`src/rtl/nr_divider_pipe_ctrl.sv`:
```
// nr_divider_pipe_ctrl: multi-cycle Newton-Raphson unsigned divider with
// valid/ready handshakes on both sides. The divisor is normalised to [0.5,1),
// its reciprocal is refined for ITERS cycles, and the quotient estimate is
// corrected to the exact floor result. Divide-by-zero returns all-ones / dividend.
// Optional build macro NRD_CORR_STATS_EN adds the corr_steps output.
module nr_divider_pipe_ctrl #(
  parameter int WIDTH = 8,
  parameter int ITERS = 3,
  parameter int FRAC  = WIDTH + 4
) (
  input  logic             clk,
  input  logic             rst,
  input  logic             in_valid,
  output logic             in_ready,
  input  logic [WIDTH-1:0] dividend,
  input  logic [WIDTH-1:0] divisor,
  output logic             out_valid,
  input  logic             out_ready,
  output logic [WIDTH-1:0] quotient,
  output logic [WIDTH-1:0] remainder,
  output logic             div_by_zero
`ifdef NRD_CORR_STATS_EN
  ,
  output logic [2:0]       corr_steps
`endif
);

  localparam int XW  = FRAC + 2;           // reciprocal in (1,2], FRAC fraction bits
  localparam int PW  = 2 * FRAC + 4;       // signed product width for the refinement
  localparam int MW  = 2 * WIDTH + FRAC;   // dividend * reciprocal
  localparam int QW  = WIDTH + 2;          // quotient estimate with correction headroom
  localparam int RW  = 2 * WIDTH + 3;      // signed residue, wide enough for any estimate
  localparam int LZW = $clog2(WIDTH);
  localparam int CW  = (ITERS > 1) ? $clog2(ITERS) : 1;
  localparam logic [CW-1:0] CNT_LAST = CW'(ITERS - 1);
  localparam logic [PW-1:0] ONE = PW'(1) << FRAC;
  localparam logic [PW-1:0] C48 = PW'((64'd48 << FRAC) / 64'd17);
  localparam logic [PW-1:0] C32 = PW'((64'd32 << FRAC) / 64'd17);

  // Smallest k with log2(17) * 2^k >= WIDTH+1 (log2(17) ~= 4.087).
  function automatic int min_iters(input int w);
    int k;
    k = 0;
    while ((4087 << k) < 1000 * (w + 1)) k = k + 1;
    return k;
  endfunction

  if (WIDTH < 4 || WIDTH > 32) begin : g_width_chk
    $error("nr_divider_pipe_ctrl: WIDTH must be in 4..32");
  end
  if (FRAC < WIDTH) begin : g_frac_chk
    $error("nr_divider_pipe_ctrl: FRAC must be at least WIDTH");
  end
  if (ITERS < min_iters(WIDTH)) begin : g_iters_chk
    $error("nr_divider_pipe_ctrl: ITERS too small for WIDTH");
  end

  typedef enum logic [2:0] {
    S_IDLE, S_NORM, S_EST, S_ITER, S_MUL, S_CORR, S_DONE
  } state_e;

  state_e            state_q, state_d;
  logic [CW-1:0]     cnt_q, cnt_d;
  logic [WIDTH-1:0]  dvd_q, dvd_d;
  logic [WIDTH-1:0]  dsr_q, dsr_d;
  logic [LZW-1:0]    lz_q, lz_d;
  logic [FRAC-1:0]   dnorm_q, dnorm_d;
  logic [XW-1:0]     x_q, x_d;
  logic [QW-1:0]     qhat_q, qhat_d;
  logic [WIDTH-1:0]  quot_q, quot_d;
  logic [WIDTH-1:0]  rem_q, rem_d;
  logic              dbz_q, dbz_d;
`ifdef NRD_CORR_STATS_EN
  logic [2:0]        steps_q, steps_d;
  logic [2:0]        steps_val;
`endif

  logic [LZW-1:0]        lz_calc;
  logic [XW-1:0]         x0_val, x_next;
  logic [QW-1:0]         qhat_val, q_fix;
  logic signed [PW-1:0]  d_s, x_s, dx_s, e_s, xe_s;
  logic signed [RW-1:0]  dsr_s, r0, r_fix;
  logic                  corr_ok;

  assign in_ready    = (state_q == S_IDLE);
  assign out_valid   = (state_q == S_DONE);
  assign quotient    = quot_q;
  assign remainder   = rem_q;
  assign div_by_zero = dbz_q;
`ifdef NRD_CORR_STATS_EN
  assign corr_steps  = steps_q;
`endif

  // Leading-zero count of the latched divisor (never zero when used).
  always_comb begin
    logic found;
    // NOTE: every variable gets a value before any branch, so no latch is inferred.
    lz_calc = '0;
    found   = 1'b0;
    for (int i = WIDTH - 1; i >= 0; i--) begin
      if (!found) begin
        if (dsr_q[i]) found = 1'b1;
        else          lz_calc = lz_calc + 1'b1;
      end
    end
  end

  // Arithmetic for each datapath step: estimate, refinement, quotient, correction.
  always_comb begin
    // X0 = 48/17 - 32/17 * D
    x0_val = XW'(C48 - ((C32 * PW'(dnorm_q)) >> FRAC));

    // X' = X + X*(1 - D*X), products truncated to FRAC bits
    d_s    = $signed(PW'(dnorm_q));
    x_s    = $signed(PW'(x_q));
    dx_s   = (d_s * x_s) >>> FRAC;
    e_s    = $signed(ONE) - dx_s;
    xe_s   = (x_s * e_s) >>> FRAC;
    x_next = XW'(x_s + xe_s);

    // D carries the divisor with WIDTH fraction bits, so undo both scalings.
    qhat_val = QW'((MW'(dvd_q) * MW'(x_q)) >> (FRAC + WIDTH - int'(lz_q)));

    // Residue is kept wider than the final remainder so an estimate that is
    // two steps high or low cannot wrap before it is corrected.
    dsr_s = $signed(RW'(dsr_q));
    r0    = $signed(RW'(dvd_q)) - $signed(RW'(qhat_q) * RW'(dsr_q));
    q_fix = qhat_q;
    r_fix = r0;
`ifdef NRD_CORR_STATS_EN
    steps_val = 3'b000;
`endif
    // NOTE: blocking assignments here chain the two correction steps within one cycle.
    if (r0 < 0) begin
      q_fix = q_fix - 1'b1;
      r_fix = r_fix + dsr_s;
`ifdef NRD_CORR_STATS_EN
      steps_val = 3'b101;
`endif
      if (r_fix < 0) begin
        q_fix = q_fix - 1'b1;
        r_fix = r_fix + dsr_s;
`ifdef NRD_CORR_STATS_EN
        steps_val = 3'b110;
`endif
      end
    end else if (r0 >= dsr_s) begin
      q_fix = q_fix + 1'b1;
      r_fix = r_fix - dsr_s;
`ifdef NRD_CORR_STATS_EN
      steps_val = 3'b001;
`endif
      if (r_fix >= dsr_s) begin
        q_fix = q_fix + 1'b1;
        r_fix = r_fix - dsr_s;
`ifdef NRD_CORR_STATS_EN
        steps_val = 3'b010;
`endif
      end
    end
    corr_ok = (r_fix >= 0) && (r_fix < dsr_s);
  end

  // Next-state and next-register values for the controller.
  always_comb begin
    state_d = state_q;
    cnt_d   = cnt_q;
    dvd_d   = dvd_q;
    dsr_d   = dsr_q;
    lz_d    = lz_q;
    dnorm_d = dnorm_q;
    x_d     = x_q;
    qhat_d  = qhat_q;
    quot_d  = quot_q;
    rem_d   = rem_q;
    dbz_d   = dbz_q;
`ifdef NRD_CORR_STATS_EN
    steps_d = steps_q;
`endif
    case (state_q)
      S_IDLE: begin
        if (in_valid) begin
          dvd_d = dividend;
          dsr_d = divisor;
          if (divisor == '0) begin
            quot_d  = '1;
            rem_d   = dividend;
            dbz_d   = 1'b1;
`ifdef NRD_CORR_STATS_EN
            steps_d = 3'b000;
`endif
            state_d = S_DONE;
          end else begin
            state_d = S_NORM;
          end
        end
      end
      S_NORM: begin
        lz_d    = lz_calc;
        dnorm_d = FRAC'(dsr_q << lz_calc) << (FRAC - WIDTH);
        state_d = S_EST;
      end
      S_EST: begin
        x_d     = x0_val;
        cnt_d   = '0;
        state_d = S_ITER;
      end
      S_ITER: begin
        x_d   = x_next;
        cnt_d = cnt_q + 1'b1;
        if (cnt_q == CNT_LAST) state_d = S_MUL;
      end
      S_MUL: begin
        qhat_d  = qhat_val;
        state_d = S_CORR;
      end
      S_CORR: begin
        quot_d  = WIDTH'(q_fix);
        rem_d   = WIDTH'(r_fix);
        dbz_d   = 1'b0;
`ifdef NRD_CORR_STATS_EN
        steps_d = steps_val;
`endif
        state_d = S_DONE;
      end
      S_DONE: begin
        if (out_ready) state_d = S_IDLE;
      end
      default: state_d = S_IDLE;
    endcase
  end

  // Controller state and visible result registers, cleared by reset.
  always_ff @(posedge clk) begin
    if (rst) begin
      state_q <= S_IDLE;
      quot_q  <= '0;
      rem_q   <= '0;
      dbz_q   <= 1'b0;
`ifdef NRD_CORR_STATS_EN
      steps_q <= 3'b000;
`endif
    end else begin
      state_q <= state_d;
      quot_q  <= quot_d;
      rem_q   <= rem_d;
      dbz_q   <= dbz_d;
`ifdef NRD_CORR_STATS_EN
      steps_q <= steps_d;
`endif
    end
  end

  // Working registers for the current division.
  // NOTE: left unreset on purpose; each is written before any state reads it.
  always_ff @(posedge clk) begin
    cnt_q   <= cnt_d;
    dvd_q   <= dvd_d;
    dsr_q   <= dsr_d;
    lz_q    <= lz_d;
    dnorm_q <= dnorm_d;
    x_q     <= x_d;
    qhat_q  <= qhat_d;
  end

`ifndef SYNTHESIS
  // A quotient estimate more than two away from exact means the reciprocal is broken.
  always_ff @(posedge clk) begin
    if (!rst && state_q == S_CORR) begin
      assert (corr_ok) else $error("nr_divider_pipe_ctrl: estimate beyond +/-2 correction");
    end
  end
`endif

endmodule
```
`config.mk`:
```
export PLATFORM = sky130hd
export DESIGN_NAME = nr_divider_pipe_ctrl
export DESIGN_NICKNAME = d
export VERILOG_FILES = /design/src/rtl/nr_divider_pipe_ctrl.sv
export SDC_FILE = /design/constraint.sdc
export NUM_CORES = 1
export LEC_CHECK = 0
export ABC_AREA = 1
export CAP_MARGIN = 10
export CORE_MARGIN = 3
export CORE_UTILIZATION = 43
export CTS_CLUSTER_SIZE = 20
export DETAILED_ROUTE_END_ITERATION = 8
export MAX_ROUTING_LAYER = met4
export PLACE_DENSITY = 0.6
export SKIP_CTS_REPAIR_TIMING = 1
export SYNTH_ARGS = -nofsm -noshare
export SYNTH_HDL_FRONTEND = slang
export SYNTH_SLANG_ARGS = --single-unit
```
`constraint.sdc`:
```
create_clock -name clk -period 11.15 [get_ports clk]
set_clock_uncertainty 0.05 [all_clocks]
set_input_delay 3.345 -clock clk [delete_from_list [all_inputs] [get_ports clk]]
set_output_delay 3.345 -clock clk [all_outputs]
set_load 0.005 [all_outputs]
```
==> results of run 1 <==
==> stage by stage <==
stage	utilization	area [sq um]
floorplan	-	26840
global placement	0.4845	29570
detailed placement	0.4845	29570
CTS	0.4895	29880
global route	0.5085	31030
finish	0.5085	31030
==> flip-flops by register name (all words and copies together), names as in the netlist <==
signal,count
x_q,14
div_by_zero,1
dvd_q,8
state_q,3
remainder,8
lz_q,3
dnorm_q,8
dsr_q,8
qhat_q,10
quotient,8
cnt_q,2
==> cell type report <==
class                      instances  area, sq um  share of cell area
sequential                        73         1992             0.06418
clock inverter                     6        53.80            0.001734
inverter                         941         3543              0.1142
clock buffer                      10        250.2            0.008063
multi-input combinational       2700        21620              0.6967
tap                              828         1036             0.03338
timing repair buffer             312         2539             0.08180
==> worst register-to-register path, delay by kind of cell, from the launching register on <==
kind | cells | cell delay, ns
flops | 1 | 0.43
xor+xnor | 2 | 0.25
compound gates | 7 | 1.11
simple gates | 26 | 2.87
fa+ha+maj | 13 | 5.34
buf+inv | 13 | 1.14
==> cells in the mapped netlist (5+ instances only) <==
master,n
nor3_1,19
nand2_1,1008
nand2_2,23
o21ai_1,9
edfxtp_1,53
a21oi_1,167
nor2_1,235
nor2_4,5
xnor2_1,24
buf_2,8
nor4_1,6
or2_2,16
a211oi_1,6
buf_1,11
a31oi_1,11
clkbuf_1,90
mux2i_1,5
inv_1,923
o211ai_1,9
inv_2,16
and2_1,8
fa_1,372
nand4_1,38
dfxtp_1,20
nand3_1,147
nand3_2,11
o21ai_0,114
nor2_2,10
nand2_4,5
o21bai_1,7
nand3b_1,8
xor2_1,75
a21o_1,12
ha_1,310
a32o_1,5
==> cell families (layout without fill, tap and decap cells) <==
logic type,count (synthesis),in the layout,share of synthesized area
AO/OA/AOI/OAI,366,366,0.07605
XOR/XNOR,101,101,0.03397
flip-flops,73,73,0.07428
multiplexers,5,5,0.001866
adder cells (fa/ha/maj),682,682,0.4223
buffers and inverters,1056,1269,0.1493
AND/OR/NAND/NOR,1546,1546,0.2422
==> cells in the final DEF, fill, tap and decap left out, types with 20 or more instances in the layout <==
cell / n
fa_1: 369
xnor2_1: 24
nand4_1: 38
edfxtp_1: 53
nand2_2: 59
inv_1: 894
nand2_1: 959
buf_4: 254
o21ai_0: 102
clkdlybuf4s50_1: 38
ha_1: 289
nor2_1: 218
xor2_1: 75
inv_2: 42
nor2_2: 21
dfxtp_1: 20
a21oi_1: 151
nand3_1: 137
==> per-layer routing <==
metal | share of wire | vias up
met1 | 0.46 | 11488
met2 | 0.49 | 425
met4 | 0.015 | 0
met5 | 0 | -
met3 | 0.036 | 73
li1 | - | 11983
==> worst max-delay path by stage <==
stage | endpoint | cells after the start
global placement | x_q[12] | 56
floorplan | x_q[13] | 72
finish | x_q[12] | 61
detailed placement | x_q[12] | 58
CTS | x_q[12] | 58
global route | x_q[12] | 66
==> impl_results.md, run 1 <==
- Status: complete, but fails checks
- Failing checks: negative setup slack
- Met2 usage: 0.4067
- H-tree levels: 3
- Detailed-route via count: between 20000 and 25000
- 1st-pass router iterations: 5
- Final setup viols: 4
- R2R depth: 61
- Deepest clock path buffer count: 2
- Avg Vias per Cell: 4.922
- DR WL/cell: 15.31 microns
- Syn Inst Count: 3829
- Max cap viols: 0
- Hold endpoint: div_by_zero
- Area delta synth->final: 15.73%
- Initial core utilization: 0.4394
- Post-Route WL: 74580 microns
- Flops & latches, synth: 73
- Setup CP Type: flip-flop to flip-flop
- Post-synth top area cell: fa_1
- Largest net degree at the start of global routing: 24
- Net Count, Synth: 4531
- Crit-path max FO: 6
- GRT Max-Usage Layer: met2
- Reg2Reg Setup Slack: -0.23 ns
- FFs w/ async S/R, synth: 0
- Period utilization: 1.021
- Grt met1 use: 0.3077
- Grt total ovfl: 0
- CTS tree: done
- Fmax achieved: 87.86 MHz
- Die ar.: 0.06540 sq mm
- Die width: 255.7 microns
- DP HPWL: 62000 microns
- Crit Reg-Reg Endpoint: x_q[12]
- Post-synth EDFFs: 53
- Ranking of synthesized cells by area: fa_1, ha_1, nand2_1, inv_1, edfxtp_1
- Antenna cells: 0
- Mapped Area: 0.02682 sq mm
- Post-synthesis sequential area ratio: 0.07428
- Arrival @ worst endpoint: 11.45 ns
- Hold wc startpoint: div_by_zero
- CP most frequent cell: fa_1
- Die height: 255.7 microns
- Worst Path Required: 11.22 ns
- Yosys warns: 0
- Critical Path Start: dnorm_q[8]
- Top delay family on crit path: adder cells
- Antenna-violating nets left: 0
- Setup TNS: -0.5501 ns
- Final net count: ~4700
- Num CTS Buffers: 9
- Critical Path End Type: flip-flop
- Prevailing post-synth register cell: edfxtp_1
- Boundary Pins: 39
- Reg clk slew, reported paths: around 0.07 ns
- Syn_area_per_cell: approximately 7 sq um
- Hold depth: 2
- Crit path buf inv count: 13
- Post-route setup slack: -0.2316 ns
- Setup repair after global routing missed its margin: yes
- Root Driver: clkbuf_16
- Slowest stage delay, CP: 0.55 ns
- Crit start category: flip-flop
- Slowest cell on crit path: fa_1
- Global Route Usage Sum: 0.2343
- Core area: 0.06103 sq mm
- DR DRC count: 0
- Fillcell total: between 6000 and 7000
- Final Max Slew Viols: 0
- Top-area cell type share of the netlist area: 0.2777
- Final min period: about 11 ns
- Number of global-route vias before repair: 24094
- Layout cells sized above 1: 0.1373
- Unique masters post-synth: 62
- Clock insertion delay at the later pin of the skew report: 0.35 ns
- Post-Layout Cell Count: 4870
- Hold Fails Final Rpt: 0
- GRT met3 Usage: 0.01524
- Slew @ Worst Pin: 1.245 ns
- First-pass GRT wire length: 122200 microns
- Max_slew headroom: 0.1668
- Row cnt: 90
- Number of DRC markers in iteration 0: around 1200
- Dpl cells: 4818
- Input/output buffers: 38
- Reg2reg start: dnorm_q[8]
- Clk sink count: 73
- Gpl congestion: 0.9171
- Antenna violations before repair: 0
- Dpl ws: -0.5983 ns
- Worst hold slack: 0.4155 ns
- Class of the worst hold path: flip-flop to flip-flop
Power of run 1 is not shown: default switching activity piles up to over one toggle a cycle in this logic, so the estimate is an artifact.
==> inputs of run 2 (changes only) <==
--- a/config.mk
+++ b/config.mk
@@ -7,11 +7,11 @@
 export LEC_CHECK = 0
 export ABC_AREA = 1
 export CAP_MARGIN = 10
+export CORE_ASPECT_RATIO = 1.75
 export CORE_MARGIN = 3
 export CORE_UTILIZATION = 43
 export CTS_CLUSTER_SIZE = 20
 export DETAILED_ROUTE_END_ITERATION = 8
-export MAX_ROUTING_LAYER = met4
 export PLACE_DENSITY = 0.6
 export SKIP_CTS_REPAIR_TIMING = 1
 export SYNTH_ARGS = -nofsm -noshare
==> run 2 against run 1 <==
  * The flow still finishes with violations (negative setup slack)
  * Worst setup slack worse by 0.048 ns
  * Clock-buffer cell count unchanged
  * Global-route usage up 2.5 points
  * First-iteration DRC count down 11%
  * Core utilization about the same
  * Routed wire length up 14%
  * Sequential share of layout area about the same
  * Cell count about the same
  * Design area up 0.63%
  * Critical path type unchanged
  * Largest cell class unchanged
==> impl_results.md, run 2 (same netlist as run 1, synthesis figures left out) <==
- Status: complete, but fails checks
- Failing checks: negative setup slack
- Post-Route WL: 85150 microns
- Max cap viols: 0
- DP HPWL: just over 70000 microns
- Fmax achieved: 87.49 MHz
- Hold endpoint: div_by_zero
- Hold Fails Final Rpt: 0
- Reg clk slew, reported paths: 0.06 ns
- Number of DRC markers in iteration 0: about 1100
- Die width: 194.8 microns
- Hold depth: 2
- Antenna cells: 0
- Crit Reg-Reg Endpoint: x_q[12]
- Crit start category: flip-flop
- Most frequent cells in the layout: nand2_1, inv_1, fa_1
- First-pass GRT wire length: ~130000 microns
- Num CTS Buffers: 9
- Detailed-route via count: 24797
- Die height: between 300 and 400 microns
- Setup repair after global routing missed its margin: yes
- Fillcell total: 6112
- Final setup viols: 5
- Number of global-route vias before repair: around 26000
- Gpl congestion: 0.9472
- Final net count: ~4800
- Worst Path Required: 11.22 ns
- Final Max Slew Viols: 0
- Most flops, register: x_q
- Die ar.: 0.06552 sq mm
- Top delay family on crit path: adder cells
- Dpl ws: -0.7089 ns
- Grt total ovfl: 0
- DR WL/cell: 17.48 microns
- Largest net degree at the start of global routing: 24
- Post-route cell area: 0.03123 sq mm
- Critical Path End Type: flip-flop
- Global Route Usage Sum: 0.2595
- Hold wc startpoint: div_by_zero
- Clk sink count: 73
- Period utilization: 1.025
- Layout cells sized above 1: 0.1461
- Slowest stage delay, CP: approximately 0.63 ns
- Avg Vias per Cell: 5.090
- CTS tree: done
- Crit-path max FO: 7
- Crit path buf inv count: 13
- Root Driver: clkbuf_16
- Worst hold slack: 0.4629 ns
- Deepest clock path buffer count: 2
- Area delta synth->final: 16.46%
- CP most frequent cell: nand2_1
- Antenna-violating nets left: 0
- R2R depth: 60
- Largest registers: x_q x14, qhat_q x10
- Initial core utilization: 0.4367
- Boundary Pins: 39
- Core area: around 0.06 sq mm
- Antenna violations before repair: 1
- Clock insertion delay at the later pin of the skew report: 0.36 ns
- Slowest cell on crit path: fa_2
- Commonest non-fill, non-tap cell in the layout: nand2_1
- Max reg flops: 14
- Input/output buffers: 38
- Slew @ Worst Pin: 1.110 ns
- Post-DP Area: 0.02983 sq mm
- Reg2reg start: x_q[3]
- Class of the worst hold path: flip-flop to flip-flop
- Post-route setup slack: -0.2798 ns
- DR DRC count: 0
- Max_slew headroom: 0.2573
- Final min period: 11.43 ns
- Reg2Reg Setup Slack: -0.28 ns
- Arrival @ worst endpoint: 11.50 ns
- Setup CP Type: flip-flop to flip-flop
- H-tree levels: 3
- 1st-pass router iterations: 7
- Row cnt: between 100 and 150
==> run 2: per-layer routing <==
| metal | part of all wire | vias up | track usage |
|---|---|---|---|
| met5 | 0.00020 | - | 0 |
| met4 | 0.076 | 2 | 0.1646 |
| met3 | 0.031 | 245 | 0.02115 |
| met2 | 0.54 | 617 | 0.5052 |
| met1 | 0.35 | 11891 | 0.2639 |
| li1 | - | 12042 | - |
==> run 2: through the flow <==
| stage | utilization | setup TNS (ns) | instances |
|---|---|---|---|
| 2_1_floorplan | - | 0 | 3829 |
| 3_3_place_gp | 0.4858 | -3.112 | 4824 |
| 3_5_place_dp | 0.4858 | -4.056 | 4824 |
| 4_1_cts | 0.4902 | -4.491 | 4840 |
| 5_1_grt | 0.5086 | -4.470 | 4872 |
| 6_report | 0.5086 | -0.7148 | 4872 |
==> run 2: final cells by class <==
class                   instances  area [sq um]  share of cell area
clock buffers                  10         229.0            0.007332
flip-flops and latches         73          1992             0.06378
multi-input cells            2700         21690              0.6946
clock inverters                 6         42.54            0.001362
repair buffers                349          2749             0.08802
well taps                     793         992.2             0.03177
inverters                     941          3535              0.1132
==> run 2: how the worst max path moves through the flow <==
stage,startpoint,to,cells past startpoint
2_1_floorplan,x_q[6],x_q[13],72
6_report,x_q[3],x_q[12],60
3_5_place_dp,x_q[3],x_q[13],61
5_1_grt,x_q[3],x_q[13],64
4_1_cts,x_q[3],x_q[13],61
3_3_place_gp,x_q[3],x_q[13],57
==> run 2: tightest hold or removal path, stage by stage, from the launching register on <==
cell	delay (ns)
dfxtp_1	0.33
nand2_1	0.08
a21oi_1	0.06
Power of run 2 is left out for the same reason.
==> inputs of run 3 (changes only) <==
--- a/config.mk
+++ b/config.mk
@@ -12,6 +12,7 @@
 export CORE_UTILIZATION = 43
 export CTS_CLUSTER_SIZE = 20
 export DETAILED_ROUTE_END_ITERATION = 8
+export MAX_ROUTING_LAYER = met4
 export PLACE_DENSITY = 0.6
 export SKIP_CTS_REPAIR_TIMING = 1
 export SYNTH_ARGS = -nofsm -noshare
==> run 3 against run 2 <==
  * The run still ends with negative setup slack left
  * Cell count increased by 0.60%
  * Critical path depth fell by 1
  * Die area unchanged
  * Worst hold slack better by 0.010 ns
  * Design area up 1.3%
  * Fmax hardly changed
  * Worst setup slack got worse by 0.0070 ns
  * Via count rose by 0.32%
  * Sequential share of layout area is 0.081 points lower
  * Global-route usage increased by 1.2 points
==> impl_results.md, run 3 (same netlist as run 1, synthesis figures left out) <==
- CTS tree: done
- Deepest clock path buffer count: 2
- Class of the worst hold path: flip-flop to flip-flop
- Reg2reg start: dnorm_q[8]
- Post-route setup slack: -0.2868 ns
- Fin util: 0.5151
- Root Driver: clkbuf_16
- Setup CP Type: flip-flop to flip-flop
- CP endpoint: x_q[13]
- Slowest stage delay, CP: 0.55 ns
- Gpl congestion: 0.9761
- H-tree levels: 3
- Crit-path max FO: 7
- Slowest cell on crit path: fa_1
- Die width: 194.8 microns
- Max reg flops: 14
- Max cap viols: 0
- Commonest non-fill, non-tap cell in the layout: nand2_1
- Final min period: 11.44 ns
- Most flops, register: x_q
- Worst Path Required: 11.22 ns
- Critical Path End Type: flip-flop
- Period utilization: 1.026
- Die ar.: 0.06552 sq mm
- Reg clk slew, reported paths: 0.06 ns
- Largest net degree at the start of global routing: 24
- Setup repair after global routing missed its margin: yes
- Largest registers: x_q x14, qhat_q x10
- Hold Fails Final Rpt: 0
- Post-DP Area: about 0.030 sq mm
- Status: complete, but fails checks
- Avg Vias per Cell: 5.076
- Final setup viols: 3
- DP HPWL: between 70000 and 80000 microns
- Antenna-violating nets left: 0
- First-pass GRT wire length: about 130000 microns
- Num CTS Buffers: 9
- Arrival @ worst endpoint: 11.50 ns
- R2R depth: 59
- Global Route Usage Sum: 0.2711
- Post-route cell area: 0.03163 sq mm
- 1st-pass router iterations: 5
- Critical Path Start: dnorm_q[8]
- Crit path buf inv count: 14
- Crit Reg-Reg Endpoint: x_q[13]
- Clk sink count: 73
- Levels on crit path: a little under 60
- Most frequent cells in the layout: nand2_1, inv_1, fa_1
- Die height: 336.4 microns
- Antenna violations before repair: 1
- Clock insertion delay at the later pin of the skew report: about 0.36 ns
- Detailed-route via count: about 25000
- Post-Route WL: 86420 microns
- Final net count: just under 5000
- Reg2Reg Setup Slack: -0.29 ns
- Fmax achieved: just under 90 MHz
- Row cnt: between 100 and 150
- Slew @ Worst Pin: 1.134 ns
- Number of DRC markers in iteration 0: 1072
- Failing checks: negative setup slack
- DR DRC count: 0
- Input/output buffers: 38
- Core area: 0.06141 sq mm
- Number of global-route vias before repair: 26135
- Grt total ovfl: 0
- DR WL/cell: 17.63 microns
- Top delay family on crit path: adder cells
- Area delta synth->final: 17.96%
- Crit start category: flip-flop
- Max_slew headroom: 0.2414
- Final Max Slew Viols: 0
- Dpl ws: -0.6507 ns
- Layout cells sized above 1: 0.1578
- Boundary Pins: 39
- Initial core utilization: 0.4367
[run 3: routing by layer]
layer,up-vias,global-route usage,part of all wire
met1,11919,0.2678,0.35
met2,593,0.5254,0.55
met3,262,0.01814,0.030
met5,-,-,0
li1,12102,-,-
met4,0,0.1462,0.070
[run 3: worst min path at each step]
stage                            from     endpoint  cells after the start
final                     div_by_zero  div_by_zero                      2
after floorplan           div_by_zero  div_by_zero                      2
after detailed placement  div_by_zero  div_by_zero                      2
after global routing      div_by_zero  div_by_zero                      2
after global placement    div_by_zero  div_by_zero                      2
after CTS                 div_by_zero  div_by_zero                      2
[run 3: final cells by class]
cell class | count | area (sq um)
Fill cell | 6127 | 29780
Multi-Input combinational cell | 2700 | 21790
Inverter | 941 | 3541
Timing Repair Buffer | 377 | 2994
Sequential cell | 73 | 1992
Tap cell | 793 | 992.2
Clock buffer | 10 | 229.0
Clock inverter | 6 | 90.09
Antenna cell | 1 | 2.502
[run 3: worst reg2reg max path: cells and delay by family (launching register included)]
family	cells	cell delay, ns
compound gates	8	1.49
xor+xnor	1	0.15
fa+ha+maj	13	5.74
buf+inv	14	1.38
flops	1	0.38
simple gates	23	2.00
[run 3: metrics by stage]
| step | instances | setup TNS, ns | hold WS (ns) |
|---|---|---|---|
| final | 4901 | -0.3339 | 0.4732 |
| after global placement | 4845 | -2.525 | 0.4599 |
| after floorplan | 3829 | 0 | 0.4071 |
| after global routing | 4901 | -2.857 | 0.5005 |
| after detailed placement | 4845 | -3.444 | 0.4586 |
| after CTS | 4861 | -3.729 | 0.4661 |
Power of run 3 is left out for the same reason.
